--- src/rtl/fifo_write_ctrl.sv ---
// rtl/fifo_write_ctrl.sv - FIFO write-side controller; optional almost_full via `define ALMOST_FULL_EN
module fifo_write_ctrl #(
    parameter int SIZE = 4
`ifdef ALMOST_FULL_EN
    ,
    parameter int ALMOST_FULL_TH = 2
`endif
) (
    input  logic            clk,
    input  logic            rst_n,
    input  logic            write_req,
    input  logic            clear_overflow,
    input  logic [SIZE-1:0] read_pointer,
    input  logic            read_wrap,
    output logic [SIZE-1:0] write_pointer,
    output logic            write_wrap,
    output logic            write_en,
    output logic            full_flag,
    output logic [SIZE:0]   level,
    output logic            overflow
`ifdef ALMOST_FULL_EN
    ,
    output logic            almost_full
`endif
);

    // Pointers extended with their wrap bit; the difference of the two is the
    // fill level, and one increment of the extended write position advances
    // the address and toggles the wrap bit together on rollover.
    logic [SIZE:0] write_pos;
    logic [SIZE:0] read_pos;

    assign write_pos = {write_wrap, write_pointer};
    assign read_pos  = {read_wrap, read_pointer};

    // Same address, opposite lap: the writer is a full lap ahead of the reader.
    assign full_flag = (write_pointer == read_pointer) && (write_wrap != read_wrap);
    assign write_en  = write_req & ~full_flag;
    assign level     = write_pos - read_pos;

    // Write pointer and wrap bit advance on every accepted push.
    always_ff @(posedge clk or negedge rst_n) begin
        if (!rst_n) begin
            write_pointer <= '0;
            write_wrap    <= 1'b0;
        end else if (write_en) begin
            {write_wrap, write_pointer} <= write_pos + 1'b1;
        end
    end

    // Sticky overflow; a fresh overflow in the clearing cycle keeps it set.
    always_ff @(posedge clk or negedge rst_n) begin
        if (!rst_n) begin
            overflow <= 1'b0;
        end else if (write_req && full_flag) begin
            overflow <= 1'b1;
        end else if (clear_overflow) begin
            overflow <= 1'b0;
        end
    end

`ifdef ALMOST_FULL_EN
    localparam logic [SIZE:0] DEPTH = {1'b1, {SIZE{1'b0}}};

    logic [SIZE:0] free_count;

    // Free-slot count against the threshold; full is always almost full.
    always_comb begin
        free_count  = DEPTH - level;
        almost_full = full_flag | (free_count <= ALMOST_FULL_TH[SIZE:0]);
    end
`endif

endmodule

--- config.mk ---
export PLATFORM = sky130hd
export DESIGN_NAME = fifo_write_ctrl
export DESIGN_NICKNAME = d
export VERILOG_FILES = /design/src/rtl/fifo_write_ctrl.sv
export SDC_FILE = /design/constraint.sdc
export NUM_CORES = 1
export LEC_CHECK = 0
export BUFFER_PORTS_ARGS = -buffer_cell sky130_fd_sc_hd__buf_4
export CAP_MARGIN = 20
export CORE_AREA = 5 5 42 44
export DETAILED_ROUTE_END_ITERATION = 8
export DIE_AREA = 0 0 47 49
export PLACE_DENSITY = 0.6
export SLEW_MARGIN = 20
export SYNTH_ARGS = -nofsm -noshare
export SYNTH_HDL_FRONTEND = slang
export SYNTH_SLANG_ARGS = --single-unit
--- constraint.sdc ---
create_clock -name clk -period 1.6 [get_ports clk]
set_input_delay 0.08 -clock clk [delete_from_list [all_inputs] [get_ports clk]]
set_output_delay 0.08 -clock clk [all_outputs]
set_load 0.02 [all_outputs]
# --- Word-level counts from Yosys, hierarchy flattened ---
# Cells that the tools add are included.
op_classes:
  n_mux: 2
  reduce_logical: 3
  n_eq_ne: 2
  n_bitwise: 2
  n_addsub: 2
op_table:
  columns: ["operator", "count"]
  rows:
  - ["$add A5 B1 Y5 const B", 1]
  - ["$sub A5 B5 Y5", 1]
  - ["$eq A4 B4 Y1", 1]
  - ["$logic_and A1 B1 Y1", 2]
  - ["$mux W1", 2]
  - ["$reduce_bool A2 Y1", 1]
  - ["$and A1 B1 Y1", 1]
  - ["$ne A1 B1 Y1", 1]
  - ["$not A1 Y1", 1]
totals:
  output_inout_bits: 13
  input_bits: 9
  register_bits: 6

# --- Logic depth before layout (Yosys ltp) ---
logic_depth:
  ltp_word: 4
  ltp_mapped: 7
  depth_no_buf: 7

# --- Worst setup path after synthesis ---
# OpenSTA, ideal clock, no wires.
synth_timing:
  path_kind: "register to output"
  startpoint: "register write_pointer[0]"
  endpoint: "output port level[4]"
  required_ns: 1.520
  path_buffers: 0
  slack_ns: -0.195
  stages_incl_launch_ff: 8
  t_arrival_ns: 1.715
  cell_sequence: "dfrtp_1 inv_1 ha_1 inv_1 fa_1 a21o_1 a21oi_1 xnor2_1"
synth_between:
  elab_chain_cells: 1
synth_rtl:
  columns: ["item", "line_no", "rtl"]
  rows:
  - ["start: declaration", "15", "output logic [SIZE-1:0] write_pointer,"]
  - ["start signal: assignment", "47", "{write_wrap, write_pointer} <= write_pos + 1'b1;"]
  - ["$sub A5 B5 Y5", "39", "assign level = write_pos - read_pos;"]
  - ["end: declaration", "19", "output logic [SIZE:0] level,"]
# No other way between the ends.

# --- Worst setup path after layout ---
# Ends and elaborated chain as after synthesis.

==> results.py <==
metrics = {
    "run_status": {
        "status": "finished, violations left",
        "violations": "setup timing",
    },
    "power_and_ir_drop": {
        "p_sw_share_pct": 41.8,
        "ir_drop_uv": 1060,
        "p_comb_share_pct": 75.9,
        "power.total_mw": 1.90,
        "power_density_nw_per_um2": 2340,
        "leakagePower_nw": 0.394,
        "p_clk_share_pct": 7.8,
        "internal_power_mw": 1.11,
        "p_sw_mw": 0.793,
        "p_seq_share_pct": 16.3,
    },
    "synthesis": {
        "ys_warn_count": 0,
        "syn_avg_cell_area_um2": 10.7,
        "synth_top_cell_by_area": "dfrtp_1",
        "mappedNetlistNets": 55,
        "synth_top_area_share_pct": 35.2,
        "synth.area.top_cells": "dfrtp_1 35%, ha_1 15%, xnor2_1 12%, inv_1 6.2%, fa_1 4.7%",
        "synthDistinctLibCells": 15,
        "ys_ff_latch": 6,
        "netlist_area_um2": 427,
        "postSynthCellCount": 40,
        "yosysSeqAreaShare_pct": 35.2,
    },
    "setup_path": {
        "cp_max_fo": 2,
        "worstSetupStartpointType": "register",
        "cp.required_ps": 1520,
        "path_class": "register to primary output",
        "crit_path_end_kind": "primary output",
        "worstPathArrival_ps": 1840,
    },
    "cells_and_area": {
        "multi_input_area_um2": 318,
        "final_util_pct": 58.0,
        "area_growth_pct": 90.6,
        "design_area_um2": 813,
        "layout_common_cells": "30 x buf_4, 5 x inv_1, 5 x xnor2_1",
        "n_fill_cell": 137,
        "mostFrequentLayoutCell": "buf_4",
        "n_antenna_cell": 0,
        "seq_area_um2": 154,
        "layout.nets": 94,
        "final_cell_count_no_fill": 94,
        "drive_gt1_share_pct": 66.7,
    },
    "clocking": {
        "htree_levels": 1,
        "cts_num_sinks": 6,
        "root_buffer": "clkbuf_4",
        "cts_made_buffers": 3,
        "ctsLongestPathBuffers": 2,
        "cts_tree": "done",
        "clk_pin_slew_ps": 50,
        "clk_latency_ps": 240,
    },
    "grt": {
        "antenna_found_initial": 0,
        "grt_pass1_vias": 438,
        "grt_max_degree": 7,
        "grt.overflow.total": 0,
        "grt_pass1_wl_um": 1770,
        "track_usage_pct": 11.2,
    },
    "timing": {
        "max_slew_margin_pct": 82.8,
        "setup_slack_ps": -318,
        "period_needed_ps": 1920,
        "setup_viol_count_final": 3,
        "worst_pin_slew_ps": 257,
        "hold_viol_final": 0,
        "rsz0062_at_grt": "yes",
        "finalCritPeriodShare_pct": 120,
        "max_freq_ghz": 0.521,
        "skew_ps": 7.76,
        "final_max_slew_viol_count": 0,
    },
    "routing": {
        "wl_per_cell_um": 11.8,
        "finalWirelength_um": 1110,
        "drtIter0Drc": 0,
        "drc": 0,
        "final_antenna_net_count": 0,
        "via_per_inst": 4.39,
        "vias": 413,
        "first_pass_iters": 1,
    },
    "die": {
        "num_rows": 14,
        "pin_count": 22,
        "fp.dieH_um": 49,
        "die_width_um": 47,
        "die_area_um2": 2300,
        "initial_utilization_pct": 30.4,
        "coreArea_um2": 1400,
    },
    "place": {
        "hpwl_um": 901,
        "gp_congestion": 0.687,
        "place_area_um2": 699,
        "io_buffers": 21,
        "place_inst": 84,
    },
    "job": {
        "maxCapViolations": 0,
    },
    "min_path": {
        "min_path_type": "input pin to register",
    },
}
[what timing repair did]
item / 4_1_cts / 5_1_grt
hold buffers: 1 / 0
setup endpoints to repair: 5 / 5
hold endpoints to repair: 6 / 0
resized for setup: 7 / 2
pin swaps: 3 / 1
buffers inserted: 4 / 2
[cells by family after synthesis]
| group | after synthesis | share of synthesized area (%) |
|---|---|---|
| adder cells (fa/ha/maj) | 6 | 19.4 |
| AND/OR/NAND/NOR | 6 | 7.04 |
| flip-flops | 6 | 35.2 |
| buffers and inverters | 7 | 6.16 |
| XOR/XNOR | 8 | 18.2 |
| multiplexers | 1 | 3.52 |
| AO/OA/AOI/OAI | 6 | 10.6 |
[layout make-up]
class	count	area share, %
multi-input combinational	27	39.1
sequential	6	18.9
clock buffer	4	3.23
timing repair buffer	34	33.1
tap	16	2.46
inverter	7	3.23
[critical path, cell delays in order (launching register included)]
cell and delay (ps):
dfrtp_2 400, inv_2 70, ha_4 120, inv_2 40
fa_2 340, a21o_1 170, a21oi_2 170, xnor2_2 130
buf_4 150
[stage by stage]
step	TNS [ps]	setup WS (ps)	hold slack, ps
floorplan	-26.3	-26.3	-216
global placement	-52.1	-52.1	-111
detailed placement	-84.9	-84.9	-110
CTS	-673	-340	30.8
global route	-911	-407	60.0
finish	-596	-318	40.5
[power by group through the flow]
stage / clock (mW) / combinational (mW) / sequential [mW]
3_5_place_dp: 0 / 1.29 / 0.309
6_report: 0.148 / 1.44 / 0.310
2_1_floorplan: 0 / 0.655 / 0.416
3_3_place_gp: 0 / 1.26 / 0.306
5_1_grt: 0.167 / 1.56 / 0.322
4_1_cts: 0.161 / 1.44 / 0.310
[cells in the mapped netlist]
master / number
inv_1: 7
dfrtp_1: 6
xnor2_1: 6
ha_1: 5
nand4_1: 3
a21o_1: 2
a21oi_1: 2
nand2_1: 2
fa_1: 1
mux2_4: 1
nor2_1: 1
o21a_4: 1
o21ai_0: 1
xnor2_2: 1
xor2_1: 1
[path summary, 6_finish.rpt]
| check | start | endpoint | slack [ps] | cells past startpoint |
|---|---|---|---|---|
| max | write_pointer[0] | level[4] | -320 | 8 |
| min | clear_overflow | overflow | 40 | 2 |
| max reg2reg | write_pointer[2] | write_pointer[1] | 80 | 4 |
| min reg2reg | overflow | overflow | 530 | 2 |
| max in group asynchronous | rst_n | write_pointer[1] | 1300 | 2 |
| min in group asynchronous | rst_n | write_pointer[2] | 180 | 2 |
[routing by layer]
| metal | global-route usage (%) | part of all wire [%] | wire, µm |
|---|---|---|---|
| met4 | 8.29 | 1.0 | 11 |
| met1 | 12.3 | 41 | 452 |
| met5 | 0 | 0 | 0 |
| met3 | 3.69 | 6.0 | 66 |
| met2 | 17.0 | 52 | 574 |
[registers in the layout (all words and copies together) (netlist names)]
| name | cells |
|---|---|
| write_pointer | 4 |
| write_wrap | 1 |
| overflow | 1 |
No activity file was read; power rests on OpenSTA's default activity.
